<file path="src/rtl/cmp_share_arbiter.sv">
// ---------------------------------------------------------------------------
// cmp_share_arbiter
//
// Round-robin scheduler that shares one magnitude-compare datapath among
// NUM_REQ requesters. One request is accepted in IDLE, compared in CMP
// (one cycle), and the tagged EQ/GT/LT result is offered in RESP until the
// consumer takes it. This gives at most one compare every three cycles.
//
// Handshake: a transfer happens on a rising clk edge where valid and ready
// are both 1. On the request side, req_ready is one-hot or zero and is only
// raised in IDLE. A requester holds req_valid and its operands stable until
// it sees its req_ready. On the response side, rsp_valid, rsp_id and the
// flags stay stable while rsp_ready is 0.
//
// Optional build macro: CMP_SHARE_SIGNED_EN
//   When defined, the block adds a cmp_signed input. It is sampled with the
//   operands and selects a two's-complement compare. When undefined, all
//   compares are unsigned.
//
// Ports:
//   clk        in   rising-edge clock
//   rst_n      in   asynchronous active-low reset
//   req_valid  in   [NUM_REQ]        per-requester request valid
//   req_ready  out  [NUM_REQ]        per-requester accept (one-hot or zero)
//   req_a      in   [NUM_REQ*WIDTH]  operand a, requester i at [i*WIDTH +: WIDTH]
//   req_b      in   [NUM_REQ*WIDTH]  operand b, same packing
//   cmp_signed in   1                signed compare select (macro builds only)
//   rsp_valid  out  1                response valid
//   rsp_ready  in   1                response consumer ready
//   rsp_id     out  [ID_W]           index of the requester owning the response
//   rsp_eq     out  1                a == b
//   rsp_gt     out  1                a > b
//   rsp_lt     out  1                a < b
//   busy       out  1                high in any state other than IDLE
// ---------------------------------------------------------------------------
module cmp_share_arbiter #(
   parameter int NUM_REQ = 4,
   parameter int WIDTH   = 4,
   parameter int ID_W    = 2
) (
   input  logic                     clk,
   input  logic                     rst_n,
   input  logic [NUM_REQ-1:0]       req_valid,
   output logic [NUM_REQ-1:0]       req_ready,
   input  logic [NUM_REQ*WIDTH-1:0] req_a,
   input  logic [NUM_REQ*WIDTH-1:0] req_b,
`ifdef CMP_SHARE_SIGNED_EN
   input  logic                     cmp_signed,
`endif
   output logic                     rsp_valid,
   input  logic                     rsp_ready,
   output logic [ID_W-1:0]          rsp_id,
   output logic                     rsp_eq,
   output logic                     rsp_gt,
   output logic                     rsp_lt,
   output logic                     busy
);

   localparam logic [1:0] IDLE = 2'd0;
   localparam logic [1:0] CMP  = 2'd1;
   localparam logic [1:0] RESP = 2'd2;

   // Starting from the highest index makes requester 0 the first winner.
   localparam logic [ID_W-1:0] LAST_RST = ID_W'(NUM_REQ - 1);

   logic [1:0]       state_q;
   logic [WIDTH-1:0] op_a_q;
   logic [WIDTH-1:0] op_b_q;
   logic [ID_W-1:0]  id_q;
   logic [ID_W-1:0]  last_grant_q;
`ifdef CMP_SHARE_SIGNED_EN
   logic             signed_q;
`endif

   // Round-robin pick. Candidates above last_grant win over candidates at or
   // below it, and the lowest index wins within each group. This gives the
   // same order as scanning last_grant+1, last_grant+2, ... with wrap. Both
   // scans run downward so the last match is the lowest index.
   logic            hi_found;
   logic            lo_found;
   logic [ID_W-1:0] hi_idx;
   logic [ID_W-1:0] lo_idx;
   logic            grant_found;
   logic [ID_W-1:0] grant_idx;

   always_comb begin
      hi_found = 1'b0;
      lo_found = 1'b0;
      hi_idx   = '0;
      lo_idx   = '0;
      for (int i = NUM_REQ - 1; i >= 0; i--) begin
         if (req_valid[i]) begin
            if (ID_W'(i) > last_grant_q) begin
               hi_found = 1'b1;
               hi_idx   = ID_W'(i);
            end else begin
               lo_found = 1'b1;
               lo_idx   = ID_W'(i);
            end
         end
      end
      grant_found = (state_q == IDLE) && (hi_found || lo_found);
      grant_idx   = hi_found ? hi_idx : lo_idx;
   end

   // Ready decode and operand mux. Constant indices keep the mux regular.
   logic [WIDTH-1:0] sel_a;
   logic [WIDTH-1:0] sel_b;

   always_comb begin
      req_ready = '0;
      sel_a     = '0;
      sel_b     = '0;
      for (int i = 0; i < NUM_REQ; i++) begin
         if (grant_idx == ID_W'(i)) begin
            req_ready[i] = grant_found;
            sel_a        = req_a[i*WIDTH +: WIDTH];
            sel_b        = req_b[i*WIDTH +: WIDTH];
         end
      end
   end

   // Shared comparator. GT is derived so exactly one flag is set.
   logic cmp_eq;
   logic cmp_lt;
   logic cmp_gt;

   assign cmp_eq = (op_a_q == op_b_q);
`ifdef CMP_SHARE_SIGNED_EN
   assign cmp_lt = signed_q ? ($signed(op_a_q) < $signed(op_b_q))
                            : (op_a_q < op_b_q);
`else
   assign cmp_lt = (op_a_q < op_b_q);
`endif
   assign cmp_gt = !cmp_eq && !cmp_lt;

   always_ff @(posedge clk or negedge rst_n) begin
      if (!rst_n) begin
         state_q      <= IDLE;
         op_a_q       <= '0;
         op_b_q       <= '0;
         id_q         <= '0;
         last_grant_q <= LAST_RST;
         rsp_valid    <= 1'b0;
         rsp_id       <= '0;
         rsp_eq       <= 1'b0;
         rsp_gt       <= 1'b0;
         rsp_lt       <= 1'b0;
`ifdef CMP_SHARE_SIGNED_EN
         signed_q     <= 1'b0;
`endif
      end else begin
         case (state_q)
            IDLE: begin
               if (grant_found) begin
                  op_a_q       <= sel_a;
                  op_b_q       <= sel_b;
                  id_q         <= grant_idx;
                  last_grant_q <= grant_idx;
`ifdef CMP_SHARE_SIGNED_EN
                  signed_q     <= cmp_signed;
`endif
                  state_q      <= CMP;
               end
            end
            CMP: begin
               rsp_eq    <= cmp_eq;
               rsp_gt    <= cmp_gt;
               rsp_lt    <= cmp_lt;
               rsp_id    <= id_q;
               rsp_valid <= 1'b1;
               state_q   <= RESP;
            end
            RESP: begin
               if (rsp_valid && rsp_ready) begin
                  rsp_valid <= 1'b0;
                  state_q   <= IDLE;
               end
            end
            default: begin
               state_q <= IDLE;
            end
         endcase
      end
   end

   assign busy = (state_q != IDLE);

endmodule

</file>
<file path="config.mk">
export PLATFORM = sky130hd
export DESIGN_NAME = cmp_share_arbiter
export DESIGN_NICKNAME = d
export VERILOG_FILES = /design/src/rtl/cmp_share_arbiter.sv
export SDC_FILE = /design/constraint.sdc
export NUM_CORES = 1
export LEC_CHECK = 0
export BUFFER_PORTS_ARGS = -buffer_cell sky130_fd_sc_hd__buf_2
export CORE_AREA = 2 2 53 55
export CTS_CLUSTER_DIAMETER = 150
export DETAILED_ROUTE_END_ITERATION = 10
export DIE_AREA = 0 0 55 57
export GPL_TIMING_DRIVEN = 0
export PLACE_DENSITY = 0.89
export SETUP_SLACK_MARGIN = 0.3
export SLEW_MARGIN = 20
export SYNTH_ARGS = -nofsm -noshare
export SYNTH_HDL_FRONTEND = slang
export SYNTH_SLANG_ARGS = --single-unit
</file>
<file path="constraint.sdc">
create_clock -name clk -period 3 [get_ports clk]
set_input_delay 0.45 -clock clk [delete_from_list [all_inputs] [get_ports clk]]
set_output_delay 0.45 -clock clk [all_outputs]
set_load 0.03 [all_outputs]
</file>
==> results of run 1 <==
## cell families (layout without fill, tap and decap cells)
| logic type | after synthesis | in the layout | share of synthesized area, % |
|---|---|---|---|
| muxes | 7 | 7 | 5.996 |
| AOI/OAI and AO/OA | 45 | 45 | 26.12 |
| buffers and inverters | 14 | 66 | 5.487 |
| adders and majority gates | 4 | 4 | 4.065 |
| DFF | 20 | 20 | 40.85 |
| and+or+nand+nor | 44 | 44 | 17.48 |
## sequential cells by signal, summed over array words and instances, names as in the netlist
name,count
state_q,2
rsp_id,2
last_grant_q,2
rsp_valid,1
op_b_q,4
id_q,2
rsp_gt,1
rsp_eq,1
rsp_lt,1
op_a_q,4
## how the worst max path moves through the flow
stage	endpoint	from	cells after the start	slack, ns
finish	req_ready[1]	state_q[1]	5	0.58
global route	req_ready[1]	state_q[1]	5	0.43
detailed placement	req_ready[2]	req_valid[2]	6	0.76
global placement	req_ready[2]	req_valid[2]	6	0.79
CTS	req_ready[1]	state_q[1]	5	0.56
floorplan	req_ready[1]	state_q[0]	4	0.64
## cells in the mapped netlist (2+ instances only)
cell type	instances	share of area, %
buf_2	3	1.2
a32oi_1	3	2.1
o221ai_1	2	1.4
nand3_1	3	1.2
o32ai_1	3	2.1
o21a_1	5	3.0
o31ai_1	3	1.8
nor2_1	5	1.5
a21oi_1	8	3.3
mux2_2	2	1.8
or2_1	2	1.0
clkbuf_1	2	0.61
a21o_1	3	1.8
o211ai_1	3	1.8
o211a_1	2	1.6
dfrtp_1	18	37
dfstp_2	2	4.3
nand2b_1	3	1.5
nand2_1	18	5.5
nor2b_1	3	1.5
o21ai_0	6	2.4
mux2i_1	4	3.3
o21ai_1	2	0.81
inv_1	5	1.5
a31oi_1	3	1.5
nor3_1	4	1.6
ha_1	4	4.1
## worst reg2reg max path: stages (launching register included)
cell,delay [ns]
dfstp_2,0.60
a21oi_1,0.10
o211ai_1,0.59
a21o_1,0.22
a21oi_1,0.07
a31oi_1,0.17
## metrics by stage
stage,util [%],setup WS [ns],instances,hold WS (ns),power [mW]
floorplan,-,0.6411,134,0.1544,1.213
global placement,57.75,0.7932,213,0.4118,1.428
detailed placement,57.75,0.7565,213,0.4195,1.462
CTS,58.76,0.5553,217,0.08007,1.595
global route,58.76,0.4301,217,0.08320,1.734
finish,58.76,0.5786,217,0.06935,1.586
## layer usage
layer	global-route usage [%]	up-vias
met1	27.38	561
met3	3.141	3
met4	5.226	0
li1	-	605
met2	33.67	44
met5	0	-
## cell type report
cell class              count  area share (%)
repair buffers             48           15.64
flip-flops and latches     20           32.74
well taps                  31           2.524
multi-input cells         100           43.00
plain buffers               8           2.932
inverters                   6           1.466
clock buffers               4           1.710
## layout by cell type, fill, tap and decap left out, types with 4 or more instances in the layout
cell and count:
buf_2 51, dfrtp_1 18, o21a_1 5, ha_1 4, nor3_1 4, o21ai_0 6
inv_1 5, nand2_1 18, nor2_1 5, mux2i_1 4, a21oi_1 8
## power breakdown
group / switching (mW) / total, mW / internal, mW / leakage [nW]
logic: 0.555 / 0.936 / 0.381 / 0.513
clock network: 0.0824 / 0.134 / 0.0519 / 0.0150
registers: 0.0956 / 0.515 / 0.420 / 0.236
==> flow_metrics.py, run 1 <==
metrics = {
    "outcome": {
        "status": "finished clean",
    },
    "floorplan": {
        "initial_utilization_pct": 47.08,
        "dieArea_mm2": 0.003135,
        "core_area_mm2": 0.002615,
        "die_h_um": 57,
        "ios": 50,
        "rows": 19,
        "die_w_um": 55,
    },
    "sta": {
        "period_minus_slack_ns": 2.421,
        "period_share_pct": 80.71,
        "tightest_slew_ns": 0.7132,
        "maxSlewViolCount": 0,
        "slew_headroom_pct": 52.25,
        "rsz0062_at_grt": "false",
        "hold_viol_final": 0,
        "max_freq_ghz": 0.4130,
        "setup_viol": 0,
        "skew_ns": 0.002740,
        "tns_ns": 0,
    },
    "worst_setup_path": {
        "max_stage_delay_ns": 0.43,
        "regToRegSetupSlack_ns": 1.18,
        "path_class": "reg -> out",
        "arrival_ns": 1.97,
        "crit_path_top_delay_cell": "dfrtp_1",
        "reg2reg_depth": 5,
        "cpMostUsedCell": "or2_1",
        "cp_num_buf_inv": 2,
        "reg2reg_to": "op_b_q[2]",
        "crit_family": "simple AND/OR/NAND/NOR gates",
        "r2r_start": "last_grant_q[1]",
        "start_kind": "flop",
        "path_cells": "or2_1 -> or2_1 -> buf_1 -> nor3_1 -> buf_2",
        "cp-end-kind": "output port",
        "critical_path.max_fanout": 10,
        "critPathRequiredTime_ns": 2.55,
    },
    "power": {
        "power_density_mw_per_mm2": 1032,
        "leakage_nw": 0.7636,
        "peakVddDrop_v": 0.0006550,
    },
    "detailed_routing": {
        "routed-wl-met2_mm": 1.453,
        "drt-total-wl_mm": 2.871,
        "dr.pass1.iters": 4,
        "vias": 1213,
        "wl_met1_mm": 1.220,
        "wl_met3_um": 171,
        "viasPerCell": 5.590,
        "wl_per_cell_um": 13.23,
        "ant_nets": 0,
        "initialDrtViolationCount": 22,
        "drc": 0,
        "maxUsedRoutingLayer": "met4",
    },
    "logic_synthesis": {
        "syn_nets": 177,
        "yosys_warnings": 0,
        "synth-edff-count": 0,
        "ys_ff_latch": 20,
        "netlist_instances": 134,
        "synthArstFlopShare_pct": 100.0,
        "ys_types": 40,
        "ys.flop_type": "dfrtp_1",
        "syn-cell-area_mm2": 0.001231,
        "syn_avg_cell_area_um2": 9.188,
        "synth_seq_area_share_pct": 40.85,
    },
    "placement": {
        "placed_cell_area_mm2": 0.001510,
        "hpwl_mm": 2.307,
        "io_buffer_count": 48,
        "gp_congestion": 0.7679,
    },
    "finish": {
        "fin_nets": 230,
        "multi_input_area_um2": 660.6,
        "diodes": 0,
        "nFillCells": 255,
        "area_growth_pct": 24.80,
        "final_area_mm2": 0.001536,
        "drive_above_1_share_pct": 33.87,
        "seq_area_um2": 503.0,
    },
    "cts": {
        "clkTransAtPathRegs_ns": 0.11,
        "cts_root_buffer": "clkbuf_4",
        "cts_resized": 0,
        "htree_levels": 1,
        "cts_tree": "built",
        "ctsHoldBuffers": 0,
        "cts_setup_buffers": 0,
        "insertion_delay_ns": 0.30,
        "cts_sinks": 20,
        "numCtsBuffers": 3,
        "clockBufferDepth": 2,
    },
    "min_path": {
        "hp-class": "in -> async",
    },
    "global_route": {
        "gr-total-overflow": 0,
        "grt_antenna_before_repair": 0,
        "grt_max_degree": 21,
        "track_usage_pct": 20.33,
        "grt_pass1_wl_mm": 4.636,
        "first_global_vias": 1049,
    },
    "job": {
        "maxCapViolCount": 0,
    },
}
Note: power is estimated with default switching activity, not from simulation.
==> inputs of run 2 (changes only) <==
--- a/config.mk
+++ b/config.mk
@@ -5,13 +5,14 @@
 export SDC_FILE = /design/constraint.sdc
 export NUM_CORES = 1
 export LEC_CHECK = 0
+export ABC_AREA = 1
 export BUFFER_PORTS_ARGS = -buffer_cell sky130_fd_sc_hd__buf_2
-export CORE_AREA = 2 2 53 55
+export CORE_AREA = 2 2 56 58
 export CTS_CLUSTER_DIAMETER = 150
 export DETAILED_ROUTE_END_ITERATION = 10
-export DIE_AREA = 0 0 55 57
+export DIE_AREA = 0 0 58 60
 export GPL_TIMING_DRIVEN = 0
-export PLACE_DENSITY = 0.89
+export PLACE_DENSITY = 0.85
 export SETUP_SLACK_MARGIN = 0.3
 export SLEW_MARGIN = 20
 export SYNTH_ARGS = -nofsm -noshare
==> constraint.sdc (replaced) <==
create_clock -name clk -period 2.3 [get_ports clk]
set_input_delay 0.345 -clock clk [delete_from_list [all_inputs] [get_ports clk]]
set_output_delay 0.345 -clock clk [all_outputs]
set_load 0.03 [all_outputs]
==> run 2 against run 1 <==
Compared with the run above:
- hold slack better by 0.23 ns
- flip-flop and latch count stayed put
- wire length is 27% higher
- non-clock buffer count is 18 higher
- clock-buffer cell count stayed put
- clock power is 53% higher
- combinational power is 100% higher
- final area is 26% higher
- critical path depth is 5 higher
- core utilization is 8.0 points higher
==> flow_metrics.py, run 2 <==
metrics = {
    "power": {
        "peakVddDrop_v": 0.0009575,
        "switching_share_pct": 48.39,
        "leakage_nw": 1.023,
        "pwr-share-comb_pct": 68.7,
        "clockPowerShare_pct": 7.5,
        "seqPwrFrac_pct": 23.7,
        "power_density_mw_per_mm2": 1408,
        "netSwitchingPower_mw": 1.320,
        "p_int_mw": 1.408,
    },
    "logic_synthesis": {
        "yosys.area.top_type": "dfrtp_1",
        "syn-cell-area_mm2": 0.001335,
        "syn_avg_cell_area_um2": 7.256,
        "synth-edff-count": 0,
        "ys_types": 24,
        "ys.flop_type": "dfrtp_1",
        "syn_nets": 227,
        "ys_ff_latch": 20,
        "netlist_instances": 184,
        "yosys-top-cells-area": "dfrtp_1 (34%), nand2_1 (13%), nand3_1 (7.5%)",
        "synth_seq_area_share_pct": 37.68,
        "synthArstFlopShare_pct": 100.0,
        "yosys_warnings": 0,
        "yosysTopAreaCellShare_pct": 33.74,
        "synth.most_common_cell": "nand2_1",
        "synth_commonest_cells": "nand2_1 (48), nand3_1 (20), dfrtp_1 (18), inv_1 (18), nor2_1 (16)",
    },
    "worst_setup_path": {
        "cpMostUsedCell": "nand2_2",
        "path_class": "reg -> out",
        "reg2reg_to": "op_a_q[2]",
        "critPathRequiredTime_ns": 1.96,
        "path_cells": "nand2_2 -> nand2_2 -> nand2_2 -> nor2_2 -> nand2_2 -> nand2_4 -> buf_8 -> nand2_8 -> nor2_4 -> buf_6",
        "regToRegSetupSlack_ns": 0.32,
        "crit_path_top_delay_cell": "dfstp_2",
        "reg2reg_depth": 12,
        "cp-end-kind": "output port",
        "arrival_ns": 1.90,
        "start_kind": "flop",
        "path_depth": 10,
        "crit_family": "simple AND/OR/NAND/NOR gates",
        "critical_path.max_fanout": 7,
        "max_stage_delay_ns": 0.62,
        "r2r_start": "last_grant_q[1]",
        "cp_num_buf_inv": 2,
    },
    "floorplan": {
        "core_area_mm2": 0.002903,
        "die_h_um": 60,
        "dieArea_mm2": 0.003480,
        "die_w_um": 58,
        "initial_utilization_pct": 45.99,
        "ios": 50,
        "rows": 20,
    },
    "detailed_routing": {
        "initialDrtViolationCount": 69,
        "wl_met1_mm": 1.562,
        "wl_per_cell_um": 12.60,
        "viasPerCell": 5.090,
        "routed-wl-met2_mm": 1.891,
        "dr.pass1.iters": 4,
        "drc": 0,
        "wl_met3_um": 170,
        "drt-total-wl_mm": 3.640,
        "vias": 1471,
        "maxUsedRoutingLayer": "met4",
        "ant_nets": 0,
    },
    "sta": {
        "maxSlewViolCount": 0,
        "slew_headroom_pct": 71.32,
        "rsz0062_at_grt": "true",
        "period_minus_slack_ns": 2.240,
        "hold_viol_final": 0,
        "setup_viol": 0,
        "timing.hold.ws_ns": 0.2989,
        "skew_ns": 0.004751,
        "layout_setup_ws_ns": 0.05972,
        "max_freq_ghz": 0.4464,
        "period_share_pct": 97.40,
        "tightest_slew_ns": 0.4302,
    },
    "cts": {
        "numCtsBuffers": 3,
        "clockBufferDepth": 2,
        "cts_root_buffer": "clkbuf_4",
        "cts_sinks": 20,
        "clkTransAtPathRegs_ns": 0.12,
        "insertion_delay_ns": 0.30,
        "htree_levels": 1,
        "cts_tree": "built",
    },
    "global_route": {
        "track_usage_pct": 20.41,
        "grt_max_degree": 21,
        "grt_antenna_before_repair": 0,
        "grt_pass1_wl_mm": 5.451,
        "first_global_vias": 1277,
        "gr-total-overflow": 0,
    },
    "placement": {
        "hpwl_mm": 2.438,
        "gp_congestion": 0.8603,
        "place_ws_ns": 0.2637,
        "place_inst": 266,
        "io_buffer_count": 49,
    },
    "finish": {
        "nFillCells": 234,
        "fin_nets": 300,
        "final_common_cell": "buf_2",
        "layout_common_cells": "buf_2 (47), nand2_1 (40), nand3_1 (20)",
        "fin_cells": 289,
        "reg_top3": "op_a_q x4, op_b_q x4",
        "area_growth_pct": 45.08,
        "diodes": 0,
        "drive_above_1_share_pct": 42.97,
    },
    "outcome": {
        "status": "finished clean",
    },
    "min_path": {
        "min_to": "rsp_valid",
        "worstHoldPathCells": 4,
        "hp-class": "in -> reg",
        "hold_start": "rsp_ready",
    },
    "job": {
        "maxCapViolCount": 0,
    },
}
run 2: cell count changes after synthesis, sizes merged, moves of 4 or more:
cell / change
a21oi: -5
inv: +16
mux2i: -4
nand2: +34
nand3: +17
nand3b: +4
nand4: +13
nor2: +16
o21a: -5
o21ai: +6
run 2: repair_timing:
action / CTS / global route
hold endpoints to repair: 18 / 0
endpoints found under the setup margin: 4 / 7
hold buffers: 1 / 0
pin swaps: 12 / 14
buffers inserted: 12 / 6
resized for setup: 21 / 15
run 2: how the worst max path moves through the flow:
stage | slack [ns] | startpoint | end
2_1_floorplan | 0.30 | last_grant_q[1] | req_ready[1]
3_3_place_gp | 0.28 | last_grant_q[1] | req_ready[3]
3_5_place_dp | 0.26 | last_grant_q[1] | req_ready[2]
4_1_cts | 0.09 | last_grant_q[1] | req_ready[3]
5_1_grt | -0.01 | last_grant_q[1] | req_ready[1]
6_report | 0.06 | last_grant_q[1] | req_ready[1]
run 2: power groups by stage:
stage | registers, mW | clock network (mW) | logic [mW]
after floorplan | 0.727 | 0 | 1.00
after global placement | 0.643 | 0 | 1.38
after detailed placement | 0.652 | 0 | 1.41
after CTS | 0.641 | 0.203 | 1.71
after global routing | 0.670 | 0.219 | 2.07
final | 0.647 | 0.205 | 1.87
run 2: layer usage:
| layer | up-vias | track usage (%) |
|---|---|---|
| li1 | 749 | - |
| met1 | 676 | 25.34 |
| met2 | 44 | 37.01 |
| met3 | 2 | 2.597 |
| met4 | 0 | 5.980 |
| met5 | - | 0 |
run 2: area by class of cell:
type	instances	area (µm²)	area share, %
buffer	6	62.56	3.230
sequential	20	503.0	25.97
tap	33	41.29	2.132
timing repair buffer	68	422.9	21.83
multi-input combinational	135	784.5	40.50
inverter	23	86.33	4.457
clock buffer	4	36.28	1.873
run 2: through the flow:
stage | power [mW] | instance area (µm²) | utilization (%) | setup TNS [ns]
2_1_floorplan | 1.729 | 1343 | - | 0
4_1_cts | 2.550 | 1846 | 63.58 | 0
6_report | 2.727 | 1937 | 66.72 | 0
3_5_place_dp | 2.065 | 1629 | 56.12 | 0
5_1_grt | 2.960 | 1937 | 66.72 | -0.02061
3_3_place_gp | 2.021 | 1629 | 56.12 | 0
run 2: worst reg2reg max path, stage by stage (launching register included):
cell	delay (ns)
dfstp_2	0.62
nand2_2	0.07
nand2_2	0.09
nand2_2	0.07
nor2_2	0.13
nand2_2	0.10
buf_4	0.14
buf_4	0.13
buf_2	0.17
nand4_1	0.10
nand3_1	0.10
nor2_2	0.12
nor2_2	0.04
run 2: kinds of logic after synthesis:
kind of cell / count (synthesis) / synth area share (%)
flip-flops: 20 / 37.68
AND/OR/NAND/NOR: 114 / 41.33
AO/OA/AOI/OAI: 17 / 7.217
adder cells (fa/ha/maj): 4 / 3.749
buffers and inverters: 29 / 10.03
==> inputs of run 3 (changes only) <==
--- a/config.mk
+++ b/config.mk
@@ -7,12 +7,12 @@
 export LEC_CHECK = 0
 export ABC_AREA = 1
 export BUFFER_PORTS_ARGS = -buffer_cell sky130_fd_sc_hd__buf_2
-export CORE_AREA = 2 2 56 58
+export CORE_AREA = 2 2 46 69
 export CTS_CLUSTER_DIAMETER = 150
 export DETAILED_ROUTE_END_ITERATION = 10
-export DIE_AREA = 0 0 58 60
+export DIE_AREA = 0 0 48 71
 export GPL_TIMING_DRIVEN = 0
-export PLACE_DENSITY = 0.85
+export PLACE_DENSITY = 0.86
 export SETUP_SLACK_MARGIN = 0.3
 export SLEW_MARGIN = 20
 export SYNTH_ARGS = -nofsm -noshare
==> run 3 against run 2 <==
Compared with the run above:
- cell count increased by 2.1%
- die area decreased by 2.1%
- non-clock buffer count unchanged
- largest cell class unchanged
- highest routed layer unchanged
==> flow_metrics.py, run 3 (synthesized netlist as in run 2, its figures left out) <==
metrics = {
    "placement": {
        "hpwl_mm": 2.607,
        "io_buffer_count": 49,
        "place_ws_ns": 0.2486,
        "place_inst": 272,
        "gp_congestion": 0.8527,
        "placed_cell_area_mm2": 0.001637,
    },
    "min_path": {
        "hp-class": "in -> async",
    },
    "detailed_routing": {
        "ant_nets": 0,
        "viasPerCell": 5.200,
        "wl_per_cell_um": 13.00,
        "drc": 0,
        "initialDrtViolationCount": 62,
        "vias": 1534,
        "drt-total-wl_mm": 3.835,
        "dr.pass1.iters": 4,
    },
    "global_route": {
        "grt_antenna_before_repair": 0,
        "grt_pass1_wl_mm": 6.058,
        "grt_max_degree": 21,
        "gr-total-overflow": 0,
        "first_global_vias": 1468,
        "track_usage_pct": 24.30,
    },
    "cts": {
        "htree_levels": 1,
        "insertion_delay_ns": 0.26,
        "clkTransAtPathRegs_ns": 0.07,
        "cts_root_buffer": "clkbuf_8",
        "clockBufferDepth": 2,
        "numCtsBuffers": 3,
        "cts_sinks": 20,
        "ctsHoldBuffers": 0,
        "cts_tree": "built",
    },
    "worst_setup_path": {
        "critical_path.max_fanout": 6,
        "cp-end-kind": "output port",
        "r2r_start": "last_grant_q[1]",
        "start_kind": "flop",
        "path_class": "reg -> out",
        "regToRegSetupSlack_ns": 0.44,
        "reg2reg_to": "op_a_q[1]",
        "crit_start": "last_grant_q[1]",
        "arrival_ns": 1.81,
        "reg2reg_depth": 11,
        "critPathCapture": "req_ready[1]",
        "critPathRequiredTime_ns": 1.96,
    },
    "finish": {
        "area_growth_pct": 44.52,
        "fin_util_pct": 67.63,
        "drive_above_1_share_pct": 42.19,
        "fin_cells": 295,
        "fin_nets": 300,
        "layout_common_cells": "buf_2 (47), nand2_1 (41), nand3_1 (20)",
        "diodes": 0,
        "final_common_cell": "buf_2",
        "reg_top3": "op_a_q x4, op_b_q x4",
        "final_area_mm2": 0.001929,
    },
    "sta": {
        "tightest_slew_ns": 0.4315,
        "maxSlewViolCount": 0,
        "rsz0062_at_grt": "true",
        "timing.hold.ws_ns": 0.01554,
        "period_minus_slack_ns": 2.158,
        "slew_headroom_pct": 71.24,
        "hold_viol_final": 0,
        "period_share_pct": 93.84,
        "layout_setup_ws_ns": 0.1416,
        "skew_ns": 0.001070,
        "tns_ns": 0,
        "max_freq_ghz": 0.4633,
        "setup_viol": 0,
    },
    "power": {
        "power_density_mw_per_mm2": 1436,
        "total_power_mw": 2.770,
        "peakVddDrop_v": 0.0008778,
        "leakage_nw": 1.028,
    },
    "outcome": {
        "status": "finished clean",
    },
    "floorplan": {
        "initial_utilization_pct": 46.80,
        "rows": 24,
        "die_h_um": 71,
        "ios": 50,
        "core_area_mm2": 0.002853,
        "die_w_um": 48,
        "dieArea_mm2": 0.003408,
    },
    "job": {
        "maxCapViolCount": 0,
    },
}
==> run 3: layout make-up <==
class,count,area (µm²)
inverters,23,86.33
well taps,39,48.80
clock buffers,4,55.05
multi-input cells,135,760.7
flip-flops and latches,20,503.0
plain buffers,6,58.81
repair buffers,68,416.7
fillers,256,923.4
==> run 3: power breakdown <==
| part | total (mW) | switching, mW | internal, mW |
|---|---|---|---|
| combinational | 1.86 | 1.10 | 0.755 |
| clock | 0.265 | 0.113 | 0.152 |
| sequential | 0.648 | 0.106 | 0.543 |
==> run 3: worst min-delay path by stage <==
stage                     start        end  slack [ns]  cells past startpoint
after floorplan           rst_n    id_q[0]        0.05                      0
after global placement    rst_n  rsp_id[0]        0.30                      1
after detailed placement  rst_n  rsp_id[1]        0.31                      1
after CTS                 rst_n  rsp_id[1]        0.03                      1
after global routing      rst_n  rsp_valid        0.05                      1
final                     rst_n  rsp_id[1]        0.02                      1
==> run 3: layer usage <==
metal | track usage (%) | up-vias | wire, µm | part of all wire [%]
met5 | 0 | - | 0 | 0
met4 | 9.910 | 0 | 97 | 2.5
met3 | 2.296 | 8 | 177 | 4.6
met2 | 45.33 | 71 | 2134 | 56
met1 | 25.20 | 707 | 1426 | 37
li1 | - | 748 | - | -
==> run 3: timing repair <==
| item | in CTS | in global routing |
|---|---|---|
| pin swaps | 11 | 9 |
| setup buffers | 15 | 4 |
| endpoints found under the setup margin | 4 | 4 |
| resized for setup | 15 | 13 |
| endpoints found under the hold margin | 0 | 0 |
==> run 3: critical path, cell delays in order (launching register included) <==
cell	delay [ns]
dfstp_2	0.60
inv_1	0.08
nand2_1	0.08
nand2_2	0.08
inv_2	0.06
buf_6	0.10
a21oi_4	0.06
buf_6	0.15
buf_4	0.14
nor2_4	0.08
buf_6	0.13
